<file path="src/rtl/scan_mux.sv">
// ---------------------------------------------------------------------------
// scan_mux
//   Registered CH-channel, W-bit multiplexer with two modes:
//     manual : a loaded channel select is held
//     scan   : channels are visited round-robin, each held for DWELL cycles
//   The output is tagged with the channel it came from so a downstream
//   display/serial stage can consume it directly.
//
// Optional feature (macro SCAN_MUX_MASK_EN):
//   Adds ch_en[CH-1:0]. Scan skips disabled channels, manual loads of a
//   disabled channel are rejected, and an all-zero mask drops dout_valid.
//
// Ports:
//   clk        rising-edge clock
//   rst        synchronous active-high reset
//   din        packed channel inputs, channel k = din[k*W +: W]
//   mode       0 = manual, 1 = scan
//   sel        manual channel select
//   sel_load   load sel into the channel register (manual only)
//   ch_en      channel enable mask (SCAN_MUX_MASK_EN only)
//   dout       registered selected data
//   dout_ch    channel index dout was taken from
//   dout_valid dout/dout_ch are meaningful
//   wrap       one-cycle pulse when scan goes from the last channel to 0
//   sel_err    one-cycle pulse on an illegal manual load
// ---------------------------------------------------------------------------
module scan_mux #(
  parameter int CH    = 8,
  parameter int W     = 1,
  parameter int DWELL = 4,
  localparam int SELW = $clog2(CH)
) (
  input  logic                clk,
  input  logic                rst,
  input  logic [CH*W-1:0]     din,
  input  logic                mode,
  input  logic [SELW-1:0]     sel,
  input  logic                sel_load,
`ifdef SCAN_MUX_MASK_EN
  input  logic [CH-1:0]       ch_en,
`endif
  output logic [W-1:0]        dout,
  output logic [SELW-1:0]     dout_ch,
  output logic                dout_valid,
  output logic                wrap,
  output logic                sel_err
);

  localparam int CNTW = (DWELL > 1) ? $clog2(DWELL) : 1;

  typedef enum logic {
    MANUAL = 1'b0,
    SCAN   = 1'b1
  } state_t;

  state_t            state_r;
  logic [SELW-1:0]   ch_r;
  logic [CNTW-1:0]   cnt_r;

  logic [CH-1:0]     en_s;
  logic [SELW:0]     nxt_s;
  logic [SELW-1:0]   ch_n_s;
  logic [CNTW-1:0]   cnt_n_s;
  logic              wrap_n_s;
  logic              err_n_s;

`ifdef SCAN_MUX_MASK_EN
  assign en_s = ch_en;
`else
  assign en_s = {CH{1'b1}};
`endif

  // Next enabled channel strictly after cur in circular order.
  // Returns {wrap, index}; wrap is set when the search crosses CH-1 -> 0,
  // except when the only enabled channel is cur itself (no movement).
  function automatic logic [SELW:0] next_enabled(input logic [SELW-1:0] cur,
                                                 input logic [CH-1:0]   en);
    logic            found;
    logic [SELW-1:0] idx;
    logic [SELW-1:0] cand;
    logic            wr;
    found = 1'b0;
    idx   = cur;
    wr    = 1'b0;
    for (int i = 1; i <= CH; i++) begin
      cand = SELW'((32'(cur) + i) % CH);
      if (!found && en[cand]) begin
        found = 1'b1;
        idx   = cand;
        wr    = ((32'(cur) + i) >= CH) && (i != CH);
      end else begin
        found = found;
      end
    end
    return {wr, idx};
  endfunction

  assign nxt_s = next_enabled(ch_r, en_s);

  // Channel, dwell counter and pulse next-state. The mode input decides the
  // rule for this cycle; state_r only blocks a load on the scan->manual cycle.
  always_comb begin
    ch_n_s   = ch_r;
    cnt_n_s  = cnt_r;
    wrap_n_s = 1'b0;
    err_n_s  = 1'b0;
    if (mode) begin
      if (en_s == {CH{1'b0}}) begin
        cnt_n_s = {CNTW{1'b0}};
      end else if (cnt_r == CNTW'(DWELL - 1)) begin
        cnt_n_s  = {CNTW{1'b0}};
        ch_n_s   = nxt_s[SELW-1:0];
        wrap_n_s = nxt_s[SELW];
      end else begin
        cnt_n_s = cnt_r + CNTW'(1);
      end
    end else begin
      cnt_n_s = {CNTW{1'b0}};
      if (sel_load && (state_r == MANUAL)) begin
        if ((32'(sel) < CH) && en_s[sel]) begin
          ch_n_s = sel;
        end else begin
          err_n_s = 1'b1;
        end
      end else begin
        err_n_s = 1'b0;
      end
    end
  end

  // State, channel/counter registers and registered outputs.
  always_ff @(posedge clk) begin
    if (rst) begin
      state_r    <= MANUAL;
      ch_r       <= {SELW{1'b0}};
      cnt_r      <= {CNTW{1'b0}};
      dout       <= {W{1'b0}};
      dout_ch    <= {SELW{1'b0}};
      dout_valid <= 1'b0;
      wrap       <= 1'b0;
      sel_err    <= 1'b0;
    end else begin
      state_r    <= mode ? SCAN : MANUAL;
      ch_r       <= ch_n_s;
      cnt_r      <= cnt_n_s;
      // Data and tag both come from the pre-update ch_r so they always agree.
      dout       <= din[ch_r*W +: W];
      dout_ch    <= ch_r;
      dout_valid <= (en_s != {CH{1'b0}});
      wrap       <= wrap_n_s;
      sel_err    <= err_n_s;
    end
  end

endmodule
</file>
<file path="config.mk">
export PLATFORM = sky130hd
export DESIGN_NAME = scan_mux
export DESIGN_NICKNAME = d
export VERILOG_FILES = /design/src/rtl/scan_mux.sv
export SDC_FILE = /design/constraint.sdc
export NUM_CORES = 1
export LEC_CHECK = 0
export BUFFER_PORTS_ARGS = -buffer_cell sky130_fd_sc_hd__buf_2
export CAP_MARGIN = 30
export CORE_AREA = 2 2 39 41
export DETAILED_ROUTE_END_ITERATION = 7
export DIE_AREA = 0 0 41 43
export GPL_TIMING_DRIVEN = 0
export PLACE_DENSITY = 0.68
export REMOVE_ABC_BUFFERS = 1
export SYNTH_ARGS = -nofsm -noshare
export SYNTH_HDL_FRONTEND = slang
export SYNTH_SLANG_ARGS = --single-unit
</file>
<file path="constraint.sdc">
create_clock -name clk -period 1.1 [get_ports clk]
set_input_delay 0.055 -clock clk [delete_from_list [all_inputs] [get_ports clk]]
set_output_delay 0.055 -clock clk [all_outputs]
set_load 0.01 [all_outputs]
</file>
==> run summary <==
Layout
• **fraction of final layout cells sized beyond drive strength 1** 0.486
• **Final Net Count** 88
• **most frequent cells in the layout** sky130_fd_sc_hd__buf_2, sky130_fd_sc_hd__dfxtp_1, sky130_fd_sc_hd__nor2b_1
• **Filler Cells Inserted** 139
• **fin area** 681 µm²
• **total inserted antenna cells** 0
• **layout overhead on the synthesized area** 36.0%
• **most common cell after layout, fill and taps aside** sky130_fd_sc_hd__buf_2

Synth
• **Seq/Total Area, Yosys** 0.480
• **register bit count reported by yosys** 12
• **library cells used by synthesis** 26
• **number of instances in the synthesized netlist** 47
• **Ys Warns** 0
• **post-synthesis instance area** 500 µm²
• **syn_area_per_cell** 10.6 µm²

Clock tree
• **Clock Latency Late Sink** 280 ps
• **clock sinks** 12
• **H-tree levels** 1
• **CTS tree** built
• **number of buffers inserted for hold repair after clock tree synthesis** 0
• **clock slew seen by the registers of the worst setup and hold paths** 80 ps
• **CTS buffer count** 3
• **master cell of the clock root buffer** sky130_fd_sc_hd__clkbuf_4
• **CTS Buffer Depth** 2

Flow run
• **reported max-cap violation count** 0

Route
• **post-detailed-route DRC marker count** 0
• **vias post-DR** 463
• **Vias/cell** 5.38
• **routed len/inst** 12.2 µm
• **Routed WL** 1050 µm
• **1st-iter DRT viols** 13
• **DRT Pass-1 Iters** 4
• **post-detailed-route count of antenna-violating nets** 0

GRT
• **first-pass GRT wire length** 1640 µm
• **total global routing overflow** 0
• **initial antenna violation count** 0
• **pin count of the biggest net entering global routing** 10
• **overall fraction of global-route tracks in use** 0.140
• **number of global-route vias before repair** 432

Floorplanning
• **height of the chip** 43 µm
• **width of the die** 41 µm
• **full die area** 0.00176 mm²
• **I/O Pins** 22
• **placeable core area** 0.00138 mm²
• **Cell Rows** 14
• **starting utilization of the core area** 0.362

STA
• **final number of hold-violating endpoints** 0
• **Pins Over Slew Limit** 0
• **timing-limited maximum frequency** 847 MHz
• **final critical path time including I/O delays and setup** 1180 ps
• **final worst-path setup slack** -80.0 ps
• **Final Setup Violations** 1
• **share of the clock period used by the worst path** 1.07
• **setup repair after global routing missed its margin** yes
• **Max Clock Skew** 7.60 ps

Setup path
• **capture instance of the worst register-to-register path** dout$_SDFF_PP0_
• **Max Fanout on Critical Path** 4
• **endpoint kind of the worst setup timing path** flop
• **internal reg-to-reg setup slack** -80 ps
• **Register-to-Register Path Depth** 2
• **RR Startpoint** ch_r[1]$_SDFFE_PP0P_
• **Worst EP required** 1280 ps
• **startpoint types** flop
• **data arrival time of the critical path** 1360 ps
• **category of the most critical setup path** reg2reg

Outcome
• **violations in the final reports** negative setup slack
• **run status** finished with violations

Pwr
• **worst IR drop on VDD** 0.441 mV
• **Power Dens Cells** 1370 mW/mm²
• **cell leakage power** 0.327 nW
• **total power of the final layout** 0.935 mW

Placed design
• **Post-Place Cell Area** 608 µm²
• **Worst Setup Slack post-DPL** -260 ps
• **weighted congestion reported at the end of routability-driven placement** 0.793
• **estimated wirelength of the detail-placed design** 761 µm
• **number of buffer cells added on primary ports** 20

Hold path
• **number of instances on the worst hold path** 2
• **hold-critical path endpoint** ch_r[2]$_SDFFE_PP0P_
• **beginning of the worst hold path** rst
• **type of the most critical hold path** in2reg

[layer usage]
metal | part of all wire | track usage
met1 | 0.37 | 0.144
met2 | 0.49 | 0.216
met3 | 0.091 | 0.0524
met4 | 0.052 | 0.107
met5 | 0 | 0
[cells by family after synthesis]
family / Yosys count / share of synthesized area
AND/OR/NAND/NOR: 17 / 0.210
flip-flops: 12 / 0.480
adder cells (fa/ha/maj): 2 / 0.0500
multiplexers: 3 / 0.110
AO/OA/AOI/OAI: 8 / 0.103
buffers and inverters: 4 / 0.0400
other: 1 / 0.00749
[worst max-delay path, cell delays in order, from the launching register on]
cell and delay [ps]:
sky130_fd_sc_hd__dfxtp_4 380, sky130_fd_sc_hd__mux4_2 490, sky130_fd_sc_hd__a22o_1 210
[through the flow]
step,utilization,hold slack (ps),TNS (ps),std cells
2_1_floorplan,-,124,-175,45
3_3_place_gp,0.439,315,-327,81
3_5_place_dp,0.439,319,-400,81
4_1_cts,0.486,25.2,-91.0,86
5_1_grt,0.492,43.5,-213,86
6_report,0.492,24.8,-80.0,86
[registers in the layout, summed over array words and instances, names as in the netlist]
signal      flops
wrap            1
dout_valid      1
ch_r            3
dout_ch         3
dout            1
state_r         1
cnt_r           2
[final cells by class]
cell class / count / area (µm²) / area share
Clock buffer: 4 / 36.3 / 0.0533
Inverter: 2 / 7.51 / 0.0110
Multi-Input combinational cell: 31 / 262 / 0.384
Sequential cell: 12 / 248 / 0.364
Tap cell: 16 / 20.0 / 0.0294
Timing Repair Buffer: 21 / 108 / 0.158
[report_power, final]
| part | internal [mW] | total, mW | leakage [nW] | switching, mW |
|---|---|---|---|---|
| Clock | 0.201 | 0.355 | 0.0210 | 0.154 |
| Combinational | 0.0634 | 0.110 | 0.206 | 0.0470 |
| Sequential | 0.454 | 0.469 | 0.0999 | 0.0157 |
[worst max-delay path by stage]
stage,from,to,depth (start not counted)
after CTS,ch_r[1]$_SDFFE_PP0P_,dout$_SDFF_PP0_,2
final,ch_r[1]$_SDFFE_PP0P_,dout$_SDFF_PP0_,2
after floorplan,ch_r[1]$_SDFFE_PP0P_,dout$_SDFF_PP0_,2
after global routing,ch_r[1]$_SDFFE_PP0P_,dout$_SDFF_PP0_,2
after global placement,ch_r[1]$_SDFFE_PP0P_,dout$_SDFF_PP0_,2
after detailed placement,ch_r[1]$_SDFFE_PP0P_,dout$_SDFF_PP0_,2
[what timing repair did]
item | CTS | global route
cloned | 0 | 0
pin swaps | 2 | 0
gates resized for setup | 6 | 2
endpoints found under the setup margin | 4 | 3
buffers inserted | 1 | 0
[synth_stat cells]
library cell	instances	area (µm²)
sky130_fd_sc_hd__nor3_1	1	5.00
sky130_fd_sc_hd__dfxtp_1	12	240
sky130_fd_sc_hd__a31oi_1	1	6.26
sky130_fd_sc_hd__or3b_1	1	8.76
sky130_fd_sc_hd__mux2i_1	1	10.0
sky130_fd_sc_hd__inv_1	1	3.75
sky130_fd_sc_hd__nor2b_1	4	25.0
sky130_fd_sc_hd__a22o_1	1	8.76
sky130_fd_sc_hd__and2_1	1	6.26
sky130_fd_sc_hd__nor3b_1	1	7.51
sky130_fd_sc_hd__nand4_1	1	6.26
sky130_fd_sc_hd__a21oi_1	2	10.0
sky130_fd_sc_hd__o311a_1	1	10.0
sky130_fd_sc_hd__nand3_1	2	10.0
sky130_fd_sc_hd__nor2_1	3	11.3
sky130_fd_sc_hd__buf_2	1	5.00
sky130_fd_sc_hd__buf_4	1	7.51
sky130_fd_sc_hd__and3b_1	1	8.76
sky130_fd_sc_hd__o21ai_1	2	10.0
sky130_fd_sc_hd__ha_1	2	25.0
sky130_fd_sc_hd__mux4_2	2	45.0
sky130_fd_sc_hd__nand2_1	1	3.75
sky130_fd_sc_hd__inv_2	1	3.75
sky130_fd_sc_hd__o22ai_1	1	6.26
sky130_fd_sc_hd__conb_1	1	3.75
sky130_fd_sc_hd__nor3b_2	1	12.5
(Power assumes the default switching activity.)
